File: config.mk
export PLATFORM = sky130hd
export DESIGN_NAME = game_ctl_flat
export DESIGN_NICKNAME = d
export VERILOG_FILES = /design/src/rtl/game_ctl_if.sv /design/src/rtl/game_ctl.sv /design/src/flat_wrapper.sv
export SDC_FILE = /design/constraint.sdc
export NUM_CORES = 1
export LEC_CHECK = 0
export ABC_AREA = 1
export CAP_MARGIN = 20
export CORE_AREA = 3 3 121 123
export DETAILED_ROUTE_END_ITERATION = 8
export DIE_AREA = 0 0 124 126
export GPL_ROUTABILITY_DRIVEN = 0
export SLEW_MARGIN = 0
export SYNTH_ARGS = -nofsm -noshare
export SYNTH_HDL_FRONTEND = slang
export SYNTH_SLANG_ARGS = --single-unit
File: constraint.sdc
create_clock -name clk -period 2.71 [get_ports clk]
set_input_delay 0.4065 -clock clk [delete_from_list [all_inputs] [get_ports clk]]
set_output_delay 0.4065 -clock clk [all_outputs]
set_load 0.05 [all_outputs]
File: src/rtl/game_ctl_if.sv
// Card-game controller bus: game control and click inputs, card writes and status outputs.
interface game_ctl_if #(
    parameter int unsigned ADDR_W      = 6,
    parameter int unsigned COLOR_W     = 4,
    parameter int unsigned NUM_PLAYERS = 2,
    parameter int unsigned SCORE_W     = 6
);

    // Game control and player clicks
    logic                           start;
    logic [ADDR_W:0]                num_of_cards;
    logic                           card_pressed;
    logic [ADDR_W-1:0]              card_clicked_address;
    logic [COLOR_W-1:0]             card_clicked_color;

    // Card-state writes and game status
    logic                           wait_for_click_en;
    logic                           write_card_en;
    logic [ADDR_W-1:0]              write_card_address;
    logic [1:0]                     write_card_state;
    logic [1:0]                     active_player;
    logic [NUM_PLAYERS*SCORE_W-1:0] scores;
    logic [9:0]                     moves;
    logic                           stopwatch_en;
    logic                           stopwatch_disable;
    logic                           game_over;

    // Driver side: issues game control and clicks, observes the controller
    modport master (
        output start,
        output num_of_cards,
        output card_pressed,
        output card_clicked_address,
        output card_clicked_color,
        input  wait_for_click_en,
        input  write_card_en,
        input  write_card_address,
        input  write_card_state,
        input  active_player,
        input  scores,
        input  moves,
        input  stopwatch_en,
        input  stopwatch_disable,
        input  game_over
    );

    // Controller side
    modport slave (
        input  start,
        input  num_of_cards,
        input  card_pressed,
        input  card_clicked_address,
        input  card_clicked_color,
        output wait_for_click_en,
        output write_card_en,
        output write_card_address,
        output write_card_state,
        output active_player,
        output scores,
        output moves,
        output stopwatch_en,
        output stopwatch_disable,
        output game_over
    );

endinterface

File: src/rtl/game_ctl.sv
// Memory-style card matching game controller: collects a group of clicks per turn,
// marks matched groups, hides mismatched ones after a hold time, tracks scores and turns.
module game_ctl #(
    parameter int unsigned NUM_PLAYERS = 2,
    parameter int unsigned MATCH_SIZE  = 2,
    parameter int unsigned ADDR_W      = 6,
    parameter int unsigned COLOR_W     = 4,
    parameter int unsigned FLIP_HOLD   = 65000000,
    parameter int unsigned SCORE_W     = 6
) (
    input  logic      clk,
    input  logic      rst,
    game_ctl_if.slave bus
);

    localparam int unsigned CNT_W    = ADDR_W + 1;
    localparam int unsigned IDX_W    = $clog2(MATCH_SIZE);
    localparam int unsigned HOLD_W   = (FLIP_HOLD > 1) ? $clog2(FLIP_HOLD) : 1;
    localparam int unsigned PROD_W   = CNT_W + 3;
    localparam int unsigned MOVES_W  = 10;
    localparam int unsigned SCORES_W = NUM_PLAYERS * SCORE_W;

    localparam logic [IDX_W-1:0]   LAST_IDX    = IDX_W'(MATCH_SIZE - 1);
    localparam logic [HOLD_W-1:0]  HOLD_LAST   = HOLD_W'(FLIP_HOLD - 1);
    localparam logic [SCORE_W-1:0] SCORE_MAX   = '1;
    localparam logic [MOVES_W-1:0] MOVES_MAX   = '1;
    localparam logic [1:0]         LAST_PLAYER = 2'(NUM_PLAYERS - 1);

    localparam logic [1:0] CARD_HIDDEN  = 2'd0;
    localparam logic [1:0] CARD_SHOWN   = 2'd1;
    localparam logic [1:0] CARD_MATCHED = 2'd2;

    typedef enum logic [2:0] {
        S_IDLE,
        S_WAIT_CLICK,
        S_HOLD,
        S_HIDE,
        S_MARK,
        S_DONE
    } state_e;

    state_e state_q, state_d;

    // Turn bookkeeping
    logic [ADDR_W-1:0]   slot_addr_q  [MATCH_SIZE];
    logic [COLOR_W-1:0]  slot_color_q [MATCH_SIZE];
    logic [IDX_W-1:0]    sel_cnt_q,   sel_cnt_d;
    logic [IDX_W-1:0]    wr_idx_q,    wr_idx_d;
    logic [HOLD_W-1:0]   hold_cnt_q,  hold_cnt_d;
    logic [CNT_W-1:0]    num_cards_q, num_cards_d;
    logic [CNT_W-1:0]    group_cnt_q, group_cnt_d;

    // Registered outputs
    logic [MOVES_W-1:0]  moves_q,    moves_d;
    logic [1:0]          player_q,   player_d;
    logic [SCORES_W-1:0] scores_q,   scores_d;
    logic                wait_q,     wait_d;
    logic                wr_en_q,    wr_en_d;
    logic [ADDR_W-1:0]   wr_addr_q,  wr_addr_d;
    logic [1:0]          wr_state_q, wr_state_d;
    logic                sw_en_q,    sw_en_d;
    logic                sw_dis_q,   sw_dis_d;
    logic                over_q,     over_d;

    // Click qualification and turn decisions
    logic dup_c;
    logic same_color_c;
    logic in_range_c;
    logic accept_c;
    logic last_click_c;
    logic start_ok_c;
    logic hold_done_c;
    logic seq_last_c;
    logic all_cleared_c;

    // Detect a click on a card already selected this turn
    always_comb begin
        dup_c = 1'b0;
        for (int i = 0; i < int'(MATCH_SIZE); i++) begin
            if ((IDX_W'(i) < sel_cnt_q) && (slot_addr_q[i] == bus.card_clicked_address)) begin
                dup_c = 1'b1;
            end
        end
    end

    // Group matches when every earlier slot shares the color of the closing click
    always_comb begin
        same_color_c = 1'b1;
        for (int i = 0; i < int'(MATCH_SIZE) - 1; i++) begin
            if (slot_color_q[i] != bus.card_clicked_color) begin
                same_color_c = 1'b0;
            end
        end
    end

    assign in_range_c    = CNT_W'(bus.card_clicked_address) < num_cards_q;
    assign accept_c      = (state_q == S_WAIT_CLICK) && bus.card_pressed && in_range_c && !dup_c;
    assign last_click_c  = accept_c && (sel_cnt_q == LAST_IDX);
    assign start_ok_c    = ((state_q == S_IDLE) || (state_q == S_DONE)) && bus.start;
    assign hold_done_c   = (hold_cnt_q == HOLD_LAST);
    assign seq_last_c    = (wr_idx_q == LAST_IDX);
    assign all_cleared_c = ((PROD_W'(group_cnt_q) + PROD_W'(1)) * PROD_W'(MATCH_SIZE))
                           == PROD_W'(num_cards_q);

    // State register
    always_ff @(posedge clk) begin
        if (rst) begin
            state_q <= S_IDLE;
        end else begin
            state_q <= state_d;
        end
    end

    // Next-state logic
    always_comb begin
        state_d = state_q;
        case (state_q)
            S_IDLE, S_DONE: begin
                if (start_ok_c) state_d = S_WAIT_CLICK;
            end
            S_WAIT_CLICK: begin
                if (last_click_c) state_d = same_color_c ? S_MARK : S_HOLD;
            end
            S_HOLD: begin
                if (hold_done_c) state_d = S_HIDE;
            end
            S_HIDE: begin
                if (seq_last_c) state_d = S_WAIT_CLICK;
            end
            S_MARK: begin
                if (seq_last_c) state_d = all_cleared_c ? S_DONE : S_WAIT_CLICK;
            end
            default: state_d = S_IDLE;
        endcase
    end

    // Output and datapath next values
    always_comb begin
        sel_cnt_d   = sel_cnt_q;
        wr_idx_d    = wr_idx_q;
        hold_cnt_d  = hold_cnt_q;
        num_cards_d = num_cards_q;
        group_cnt_d = group_cnt_q;
        moves_d     = moves_q;
        player_d    = player_q;
        scores_d    = scores_q;
        wr_en_d     = 1'b0;
        wr_addr_d   = wr_addr_q;
        wr_state_d  = wr_state_q;
        sw_en_d     = 1'b0;
        sw_dis_d    = 1'b0;
        wait_d      = (state_d == S_WAIT_CLICK);
        over_d      = (state_d == S_DONE);

        case (state_q)
            S_IDLE, S_DONE: begin
                if (start_ok_c) begin
                    num_cards_d = bus.num_of_cards;
                    group_cnt_d = '0;
                    moves_d     = '0;
                    scores_d    = '0;
                    player_d    = '0;
                    sel_cnt_d   = '0;
                    sw_en_d     = 1'b1;
                end
            end
            S_WAIT_CLICK: begin
                if (accept_c) begin
                    wr_en_d    = 1'b1;
                    wr_addr_d  = bus.card_clicked_address;
                    wr_state_d = CARD_SHOWN;
                    sel_cnt_d  = last_click_c ? '0 : sel_cnt_q + IDX_W'(1);
                    wr_idx_d   = '0;
                    hold_cnt_d = '0;
                end
            end
            S_HOLD: begin
                hold_cnt_d = hold_cnt_q + HOLD_W'(1);
            end
            S_HIDE: begin
                wr_en_d    = 1'b1;
                wr_addr_d  = slot_addr_q[wr_idx_q];
                wr_state_d = CARD_HIDDEN;
                wr_idx_d   = seq_last_c ? '0 : wr_idx_q + IDX_W'(1);
                if (seq_last_c) begin
                    if (moves_q != MOVES_MAX) moves_d = moves_q + MOVES_W'(1);
                    player_d = (player_q == LAST_PLAYER) ? 2'd0 : player_q + 2'd1;
                end
            end
            S_MARK: begin
                wr_en_d    = 1'b1;
                wr_addr_d  = slot_addr_q[wr_idx_q];
                wr_state_d = CARD_MATCHED;
                wr_idx_d   = seq_last_c ? '0 : wr_idx_q + IDX_W'(1);
                if (seq_last_c) begin
                    if (moves_q != MOVES_MAX) moves_d = moves_q + MOVES_W'(1);
                    group_cnt_d = group_cnt_q + CNT_W'(1);
                    for (int p = 0; p < int'(NUM_PLAYERS); p++) begin
                        if ((2'(p) == player_q) &&
                            (scores_q[p*SCORE_W +: SCORE_W] != SCORE_MAX)) begin
                            scores_d[p*SCORE_W +: SCORE_W] =
                                scores_q[p*SCORE_W +: SCORE_W] + SCORE_W'(1);
                        end
                    end
                    if (all_cleared_c) sw_dis_d = 1'b1;
                end
            end
            default: ;
        endcase
    end

    // Datapath and output registers
    always_ff @(posedge clk) begin
        if (rst) begin
            sel_cnt_q   <= '0;
            wr_idx_q    <= '0;
            hold_cnt_q  <= '0;
            num_cards_q <= '0;
            group_cnt_q <= '0;
            moves_q     <= '0;
            player_q    <= '0;
            scores_q    <= '0;
            wait_q      <= 1'b0;
            wr_en_q     <= 1'b0;
            wr_addr_q   <= '0;
            wr_state_q  <= '0;
            sw_en_q     <= 1'b0;
            sw_dis_q    <= 1'b0;
            over_q      <= 1'b0;
        end else begin
            sel_cnt_q   <= sel_cnt_d;
            wr_idx_q    <= wr_idx_d;
            hold_cnt_q  <= hold_cnt_d;
            num_cards_q <= num_cards_d;
            group_cnt_q <= group_cnt_d;
            moves_q     <= moves_d;
            player_q    <= player_d;
            scores_q    <= scores_d;
            wait_q      <= wait_d;
            wr_en_q     <= wr_en_d;
            wr_addr_q   <= wr_addr_d;
            wr_state_q  <= wr_state_d;
            sw_en_q     <= sw_en_d;
            sw_dis_q    <= sw_dis_d;
            over_q      <= over_d;
        end
    end

    // Selection slots: capture address and color of each accepted click in order
    always_ff @(posedge clk) begin
        if (rst) begin
            for (int i = 0; i < int'(MATCH_SIZE); i++) begin
                slot_addr_q[i]  <= '0;
                slot_color_q[i] <= '0;
            end
        end else if (accept_c) begin
            slot_addr_q[sel_cnt_q]  <= bus.card_clicked_address;
            slot_color_q[sel_cnt_q] <= bus.card_clicked_color;
        end
    end

    assign bus.wait_for_click_en  = wait_q;
    assign bus.write_card_en      = wr_en_q;
    assign bus.write_card_address = wr_addr_q;
    assign bus.write_card_state   = wr_state_q;
    assign bus.active_player      = player_q;
    assign bus.scores             = scores_q;
    assign bus.moves              = moves_q;
    assign bus.stopwatch_en       = sw_en_q;
    assign bus.stopwatch_disable  = sw_dis_q;
    assign bus.game_over          = over_q;

endmodule
File: src/flat_wrapper.sv
// flat-port wrapper written by rule: the top's interface ports become plain ports
module game_ctl_flat 
#(
    parameter int unsigned NUM_PLAYERS = 2,
    parameter int unsigned MATCH_SIZE  = 2,
    parameter int unsigned ADDR_W      = 6,
    parameter int unsigned COLOR_W     = 4,
    parameter int unsigned FLIP_HOLD   = 65000000,
    parameter int unsigned SCORE_W     = 6
)
  (clk, rst, bus_start, bus_num_of_cards, bus_card_pressed, bus_card_clicked_address, bus_card_clicked_color, bus_wait_for_click_en, bus_write_card_en, bus_write_card_address, bus_write_card_state, bus_active_player, bus_scores, bus_moves, bus_stopwatch_en, bus_stopwatch_disable, bus_game_over);
  game_ctl_if #(.ADDR_W(ADDR_W), .COLOR_W(COLOR_W), .NUM_PLAYERS(NUM_PLAYERS), .SCORE_W(SCORE_W)) bus_i ();
  input  logic clk;
  input  logic rst;
  input wire logic [$bits(bus_i.start)-1:0] bus_start;
  input wire logic [$bits(bus_i.num_of_cards)-1:0] bus_num_of_cards;
  input wire logic [$bits(bus_i.card_pressed)-1:0] bus_card_pressed;
  input wire logic [$bits(bus_i.card_clicked_address)-1:0] bus_card_clicked_address;
  input wire logic [$bits(bus_i.card_clicked_color)-1:0] bus_card_clicked_color;
  output wire logic [$bits(bus_i.wait_for_click_en)-1:0] bus_wait_for_click_en;
  output wire logic [$bits(bus_i.write_card_en)-1:0] bus_write_card_en;
  output wire logic [$bits(bus_i.write_card_address)-1:0] bus_write_card_address;
  output wire logic [$bits(bus_i.write_card_state)-1:0] bus_write_card_state;
  output wire logic [$bits(bus_i.active_player)-1:0] bus_active_player;
  output wire logic [$bits(bus_i.scores)-1:0] bus_scores;
  output wire logic [$bits(bus_i.moves)-1:0] bus_moves;
  output wire logic [$bits(bus_i.stopwatch_en)-1:0] bus_stopwatch_en;
  output wire logic [$bits(bus_i.stopwatch_disable)-1:0] bus_stopwatch_disable;
  output wire logic [$bits(bus_i.game_over)-1:0] bus_game_over;
  assign bus_i.start = bus_start;
  assign bus_i.num_of_cards = bus_num_of_cards;
  assign bus_i.card_pressed = bus_card_pressed;
  assign bus_i.card_clicked_address = bus_card_clicked_address;
  assign bus_i.card_clicked_color = bus_card_clicked_color;
  assign bus_wait_for_click_en = bus_i.wait_for_click_en;
  assign bus_write_card_en = bus_i.write_card_en;
  assign bus_write_card_address = bus_i.write_card_address;
  assign bus_write_card_state = bus_i.write_card_state;
  assign bus_active_player = bus_i.active_player;
  assign bus_scores = bus_i.scores;
  assign bus_moves = bus_i.moves;
  assign bus_stopwatch_en = bus_i.stopwatch_en;
  assign bus_stopwatch_disable = bus_i.stopwatch_disable;
  assign bus_game_over = bus_i.game_over;
  game_ctl #(.NUM_PLAYERS(NUM_PLAYERS), .MATCH_SIZE(MATCH_SIZE), .ADDR_W(ADDR_W), .COLOR_W(COLOR_W), .FLIP_HOLD(FLIP_HOLD), .SCORE_W(SCORE_W)) u_core (.clk(clk), .rst(rst), .bus(bus_i));
endmodule
==> impl_results.html <==
<table>
<tr><th>Metric</th><th>Value</th></tr>
<tr><th colspan="2">Critical path</th></tr>
<tr><td>CP Data Arrival Time</td><td>2.26 ns</td></tr>
<tr><td>Required arrival time at the worst endpoint</td><td>2.72 ns</td></tr>
<tr><td>Worst-path fanout max</td><td>10</td></tr>
<tr><td>Startpoint types</td><td>primary input</td></tr>
<tr><td>Critical path endpoint category</td><td>flop</td></tr>
<tr><td>Worst-case register-to-register setup slack</td><td>0.55 ns</td></tr>
<tr><td>Critical setup path kind</td><td>in -&gt; reg</td></tr>
<tr><th colspan="2">Placement</th></tr>
<tr><td>Setup Slack @ Placement</td><td>0.05536 ns</td></tr>
<tr><td>Cell Area, Placed</td><td>0.005926 mm²</td></tr>
<tr><td>Port Buf Inserts</td><td>57</td></tr>
<tr><td>Detail Placement HPWL</td><td>10.07 mm</td></tr>
<tr><th colspan="2">Clocking</th></tr>
<tr><td>Total clock buffers created by CTS</td><td>9</td></tr>
<tr><td>TritonCTS sink count</td><td>between 90 and 100</td></tr>
<tr><td>H-Tree Level Count</td><td>3</td></tr>
<tr><td>Count of hold-fix buffers inserted at cts</td><td>0</td></tr>
<tr><td>Clock root cell</td><td>clkbuf_16</td></tr>
<tr><td>Max Root-Sink Buffers</td><td>2</td></tr>
<tr><td>Number of buffers inserted to repair setup after CTS</td><td>0</td></tr>
<tr><td>Clock Pin Slew Worst Setup and Hold Paths</td><td>0.07 ns</td></tr>
<tr><td>Insertion delay of the later-clocked pin in the worst-skew pair</td><td>0.36 ns</td></tr>
<tr><td>CTS tree</td><td>built</td></tr>
<tr><td>Resized Gates After CTS</td><td>0</td></tr>
<tr><th colspan="2">Cells and area</th></tr>
<tr><td>Syn-to-layout area delta</td><td>21.73%</td></tr>
<tr><td>Highest-count cells in the layout ignoring fill and taps</td><td>197 x nand2_1, 94 x nor2_1, 86 x inv_1</td></tr>
<tr><td>Ant. Diodes</td><td>0</td></tr>
<tr><td>Most common cell after layout, fill and taps aside</td><td>nand2_1</td></tr>
<tr><td>Fraction of final layout cells sized beyond drive strength 1</td><td>0.07072</td></tr>
<tr><td>Post-route design area</td><td>0.006237 mm²</td></tr>
<tr><td>Nets</td><td>832</td></tr>
<tr><th colspan="2">Power and ir drop</th></tr>
<tr><td>Combinational cell fraction of total power</td><td>0.127</td></tr>
<tr><td>Switching power summed over all nets</td><td>883.6 µW</td></tr>
<tr><td>Power per standard cell area</td><td>540.7 mW/mm²</td></tr>
<tr><td>Clock network fraction of design power</td><td>0.407</td></tr>
<tr><td>Part of the power in registers</td><td>0.466</td></tr>
<tr><td>Leak</td><td>0.002414 µW</td></tr>
<tr><td>Internal power summed over all cells</td><td>2489 µW</td></tr>
<tr><td>Switching Share</td><td>0.2620</td></tr>
<tr><td>VDD IR-drop max</td><td>0.3713 mV</td></tr>
<tr><th colspan="2">Floorplanning</th></tr>
<tr><td>Die H</td><td>126 µm</td></tr>
<tr><td>IO Count</td><td>58</td></tr>
<tr><td>Core outline area</td><td>0.01377 mm²</td></tr>
<tr><td>Full die area</td><td>0.01562 mm²</td></tr>
<tr><td>Row cnt</td><td>43</td></tr>
<tr><td>Starting utilization of the core area</td><td>0.3720</td></tr>
<tr><td>Die outline width</td><td>124 µm</td></tr>
<tr><th colspan="2">Run status</th></tr>
<tr><td>Status</td><td>finished clean</td></tr>
<tr><th colspan="2">Routing</th></tr>
<tr><td>Antenna violation net count after detailed routing</td><td>0</td></tr>
<tr><td>Number of optimization iterations in the first detailed-route pass</td><td>5</td></tr>
<tr><td>Starting DRC count in detailed routing</td><td>~330</td></tr>
<tr><td>Total length of routed wires</td><td>13.19 mm</td></tr>
<tr><td>Remaining DRCs</td><td>0</td></tr>
<tr><td>Post-DR wirelength/cell</td><td>13.37 µm</td></tr>
<tr><td>Number of vias after detailed routing</td><td>4867</td></tr>
<tr><td>Via-per-instance ratio</td><td>4.936</td></tr>
<tr><th colspan="2">Timing</th></tr>
<tr><td>Final sum of negative setup slack</td><td>0 ns</td></tr>
<tr><td>Final Hold Fails</td><td>0</td></tr>
<tr><td>Worst slew slack as a fraction of its limit</td><td>0.6488</td></tr>
<tr><td>Setup repair after global routing missed its margin</td><td>false</td></tr>
<tr><td>Worst hold slack</td><td>0.4795 ns</td></tr>
<tr><td>Number of pins with negative max-slew slack in the final report</td><td>0</td></tr>
<tr><td>Measured slew at the worst slew-check pin</td><td>between 0.5 and 0.6 ns</td></tr>
<tr><td>Final period demand of the worst path</td><td>2.250 ns</td></tr>
<tr><td>Final setup skew</td><td>0.01317 ns</td></tr>
<tr><td>Least setup slack across all paths after layout</td><td>between 0.4 and 0.5 ns</td></tr>
<tr><td>Final count of negative-setup-slack endpoints</td><td>0</td></tr>
<tr><td>Share of the cycle needed by the critical path after routing</td><td>0.8302</td></tr>
<tr><td>Maximum clock frequency</td><td>444.5 MHz</td></tr>
<tr><th colspan="2">GRT</th></tr>
<tr><td>Antenna violations before repair</td><td>0</td></tr>
<tr><td>Via count of the first global-routing pass</td><td>4631</td></tr>
<tr><td>Global routing usage summed across all routing layers</td><td>0.1753</td></tr>
<tr><td>Remaining Overflow, GRT</td><td>0</td></tr>
<tr><td>Largest net degree at the start of global routing</td><td>26</td></tr>
<tr><td>Wire length of the first global-routing pass</td><td>22.05 mm</td></tr>
<tr><th colspan="2">Logic synthesis</th></tr>
<tr><td>Post-synth net total</td><td>768</td></tr>
<tr><td>Synthesized netlist cell count</td><td>approximately 740</td></tr>
<tr><td>Mean instance size in the synthesized netlist</td><td>slightly below 7 µm²</td></tr>
<tr><td>Count of different cell masters after synthesis</td><td>37</td></tr>
<tr><td>Sequential-to-total area share from yosys stat</td><td>0.4181</td></tr>
<tr><td>Register bit total from synthesis</td><td>just under 100</td></tr>
<tr><td>Count of synthesis-stage warnings from yosys</td><td>0</td></tr>
<tr><td>Area of the mapped netlist</td><td>0.005124 mm²</td></tr>
<tr><th colspan="2">Flow run</th></tr>
<tr><td>Max Cap Viol</td><td>0</td></tr>
<tr><th colspan="2">Min path</th></tr>
<tr><td>Worst min-delay path class</td><td>reg -&gt; reg</td></tr>
</table>
power groups by stage:
stage / registers [µW] / clock network, µW / logic [µW]
6_report: 1570 / 1370 / 429
5_1_grt: 1580 / 1460 / 475
4_1_cts: 1570 / 1410 / 433
3_5_place_dp: 1600 / 0 / 431
3_3_place_gp: 1600 / 0 / 426
2_1_floorplan: 1660 / 0 / 228
worst paths after layout:
path | from | to | cells past startpoint
worst min register to register | u_core.hold_cnt_q[22]$_SDFFE_PP0P_ | u_core.hold_cnt_q[22]$_SDFFE_PP0P_ | 2
worst max register to register | u_core.num_cards_q[5]$_SDFFE_PP0P_ | u_core.slot_addr_q[0][3]$_SDFFCE_PN0P_ | 11
worst max-delay path | bus_card_clicked_address[4] | u_core.slot_addr_q[0][3]$_SDFFCE_PN0P_ | 11
worst min-delay path | u_core.hold_cnt_q[22]$_SDFFE_PP0P_ | u_core.hold_cnt_q[22]$_SDFFE_PP0P_ | 2
worst max-delay path: stages:
cell	delay [ns]
clkdlybuf4s50_1	0.44
ha_1	0.34
nand2_1	0.07
nand2_1	0.04
a21boi_0	0.14
nand2_1	0.09
nor2_2	0.13
nand2_2	0.08
inv_2	0.08
nand3_1	0.09
nand2_1	0.36
flip-flops by register name, indices dropped and copies added, names as in the netlist, named ones only:
register                       cells
u_core.bus.stopwatch_en            1
u_core.bus.stopwatch_disable       1
u_core.bus.write_card_address      6
u_core.bus.game_over               1
u_core.bus.write_card_en           1
u_core.sel_cnt_q                   1
u_core.num_cards_q                 7
u_core.state_q                     3
u_core.bus.wait_for_click_en       1
u_core.slot_addr_q                12
u_core.slot_color_q                4
u_core.seq_last_c                  1
u_core.bus.active_player           2
u_core.hold_cnt_q                 26
u_core.group_cnt_q                 7
u_core.bus.scores                 12
u_core.bus.moves                  10
u_core.bus.write_card_state        2
Yosys cell counts:
master | instances | area [µm²]
nand2_1 | 197 | 739.5
nor2_1 | 94 | 352.8
inv_1 | 86 | 322.8
dfxtp_1 | 83 | 1662
nand3_1 | 49 | 245.2
a21oi_1 | 48 | 240.2
o21ai_0 | 39 | 195.2
edfxtp_1 | 16 | 480.5
nand4_1 | 16 | 100.1
ha_1 | 10 | 125.1
inv_2 | 9 | 33.78
xor2_1 | 9 | 78.83
clkbuf_1 | 8 | 30.03
nand2_2 | 7 | 43.79
xnor2_1 | 7 | 61.31
nor2_2 | 6 | 37.54
nor3_1 | 6 | 30.03
a211oi_1 | 5 | 37.54
a31oi_1 | 4 | 25.02
buf_2 | 4 | 20.02
o21bai_1 | 4 | 30.03
or2_2 | 4 | 25.02
nor3_2 | 3 | 30.03
nor4_1 | 3 | 18.77
o211ai_1 | 3 | 22.52
a22oi_1 | 2 | 15.01
nand3_2 | 2 | 20.02
nand3b_1 | 2 | 15.01
nor2_4 | 2 | 22.52
o21ai_1 | 2 | 10.01
a21boi_0 | 1 | 7.510
and2_0 | 1 | 6.260
buf_6 | 1 | 11.26
clkinv_1 | 1 | 3.750
nand2_4 | 1 | 11.26
o22ai_1 | 1 | 6.260
o31ai_1 | 1 | 7.510
logic make-up after synthesis:
logic type	Yosys count	synth area share
AO/OA/AOI/OAI	110	0.1165
XOR/XNOR	16	0.02735
adder cells (fa/ha/maj)	10	0.02442
buffers and inverters	109	0.08229
flip-flops	99	0.4181
AND/OR/NAND/NOR	393	0.3314
final cells by class:
type / instances / area [µm²]
fill: 1400 / 7536
multi-input combinational: 529 / 2560
clock inverter: 5 / 78.83
tap: 180 / 225.2
timing repair buffer: 66 / 638.1
sequential: 99 / 2142
inverter: 96 / 360.3
clock buffer: 11 / 232.7
through the flow:
step	util	power [µW]	cells
floorplan	-	1884	737
global placement	0.4302	2031	970
detailed placement	0.4302	2035	970
CTS	0.4529	3417	986
global route	0.4529	3511	986
finish	0.4529	3373	986
routing by layer:
metal | global-route usage | wire length [µm] | share of wire
met3 | 0.04490 | 530 | 0.040
met2 | 0.2867 | 6359 | 0.48
met4 | 0.06057 | 284 | 0.022
met5 | 0 | 0 | 0
met1 | 0.2234 | 6009 | 0.46
Power figures use the tool's default switching activity.
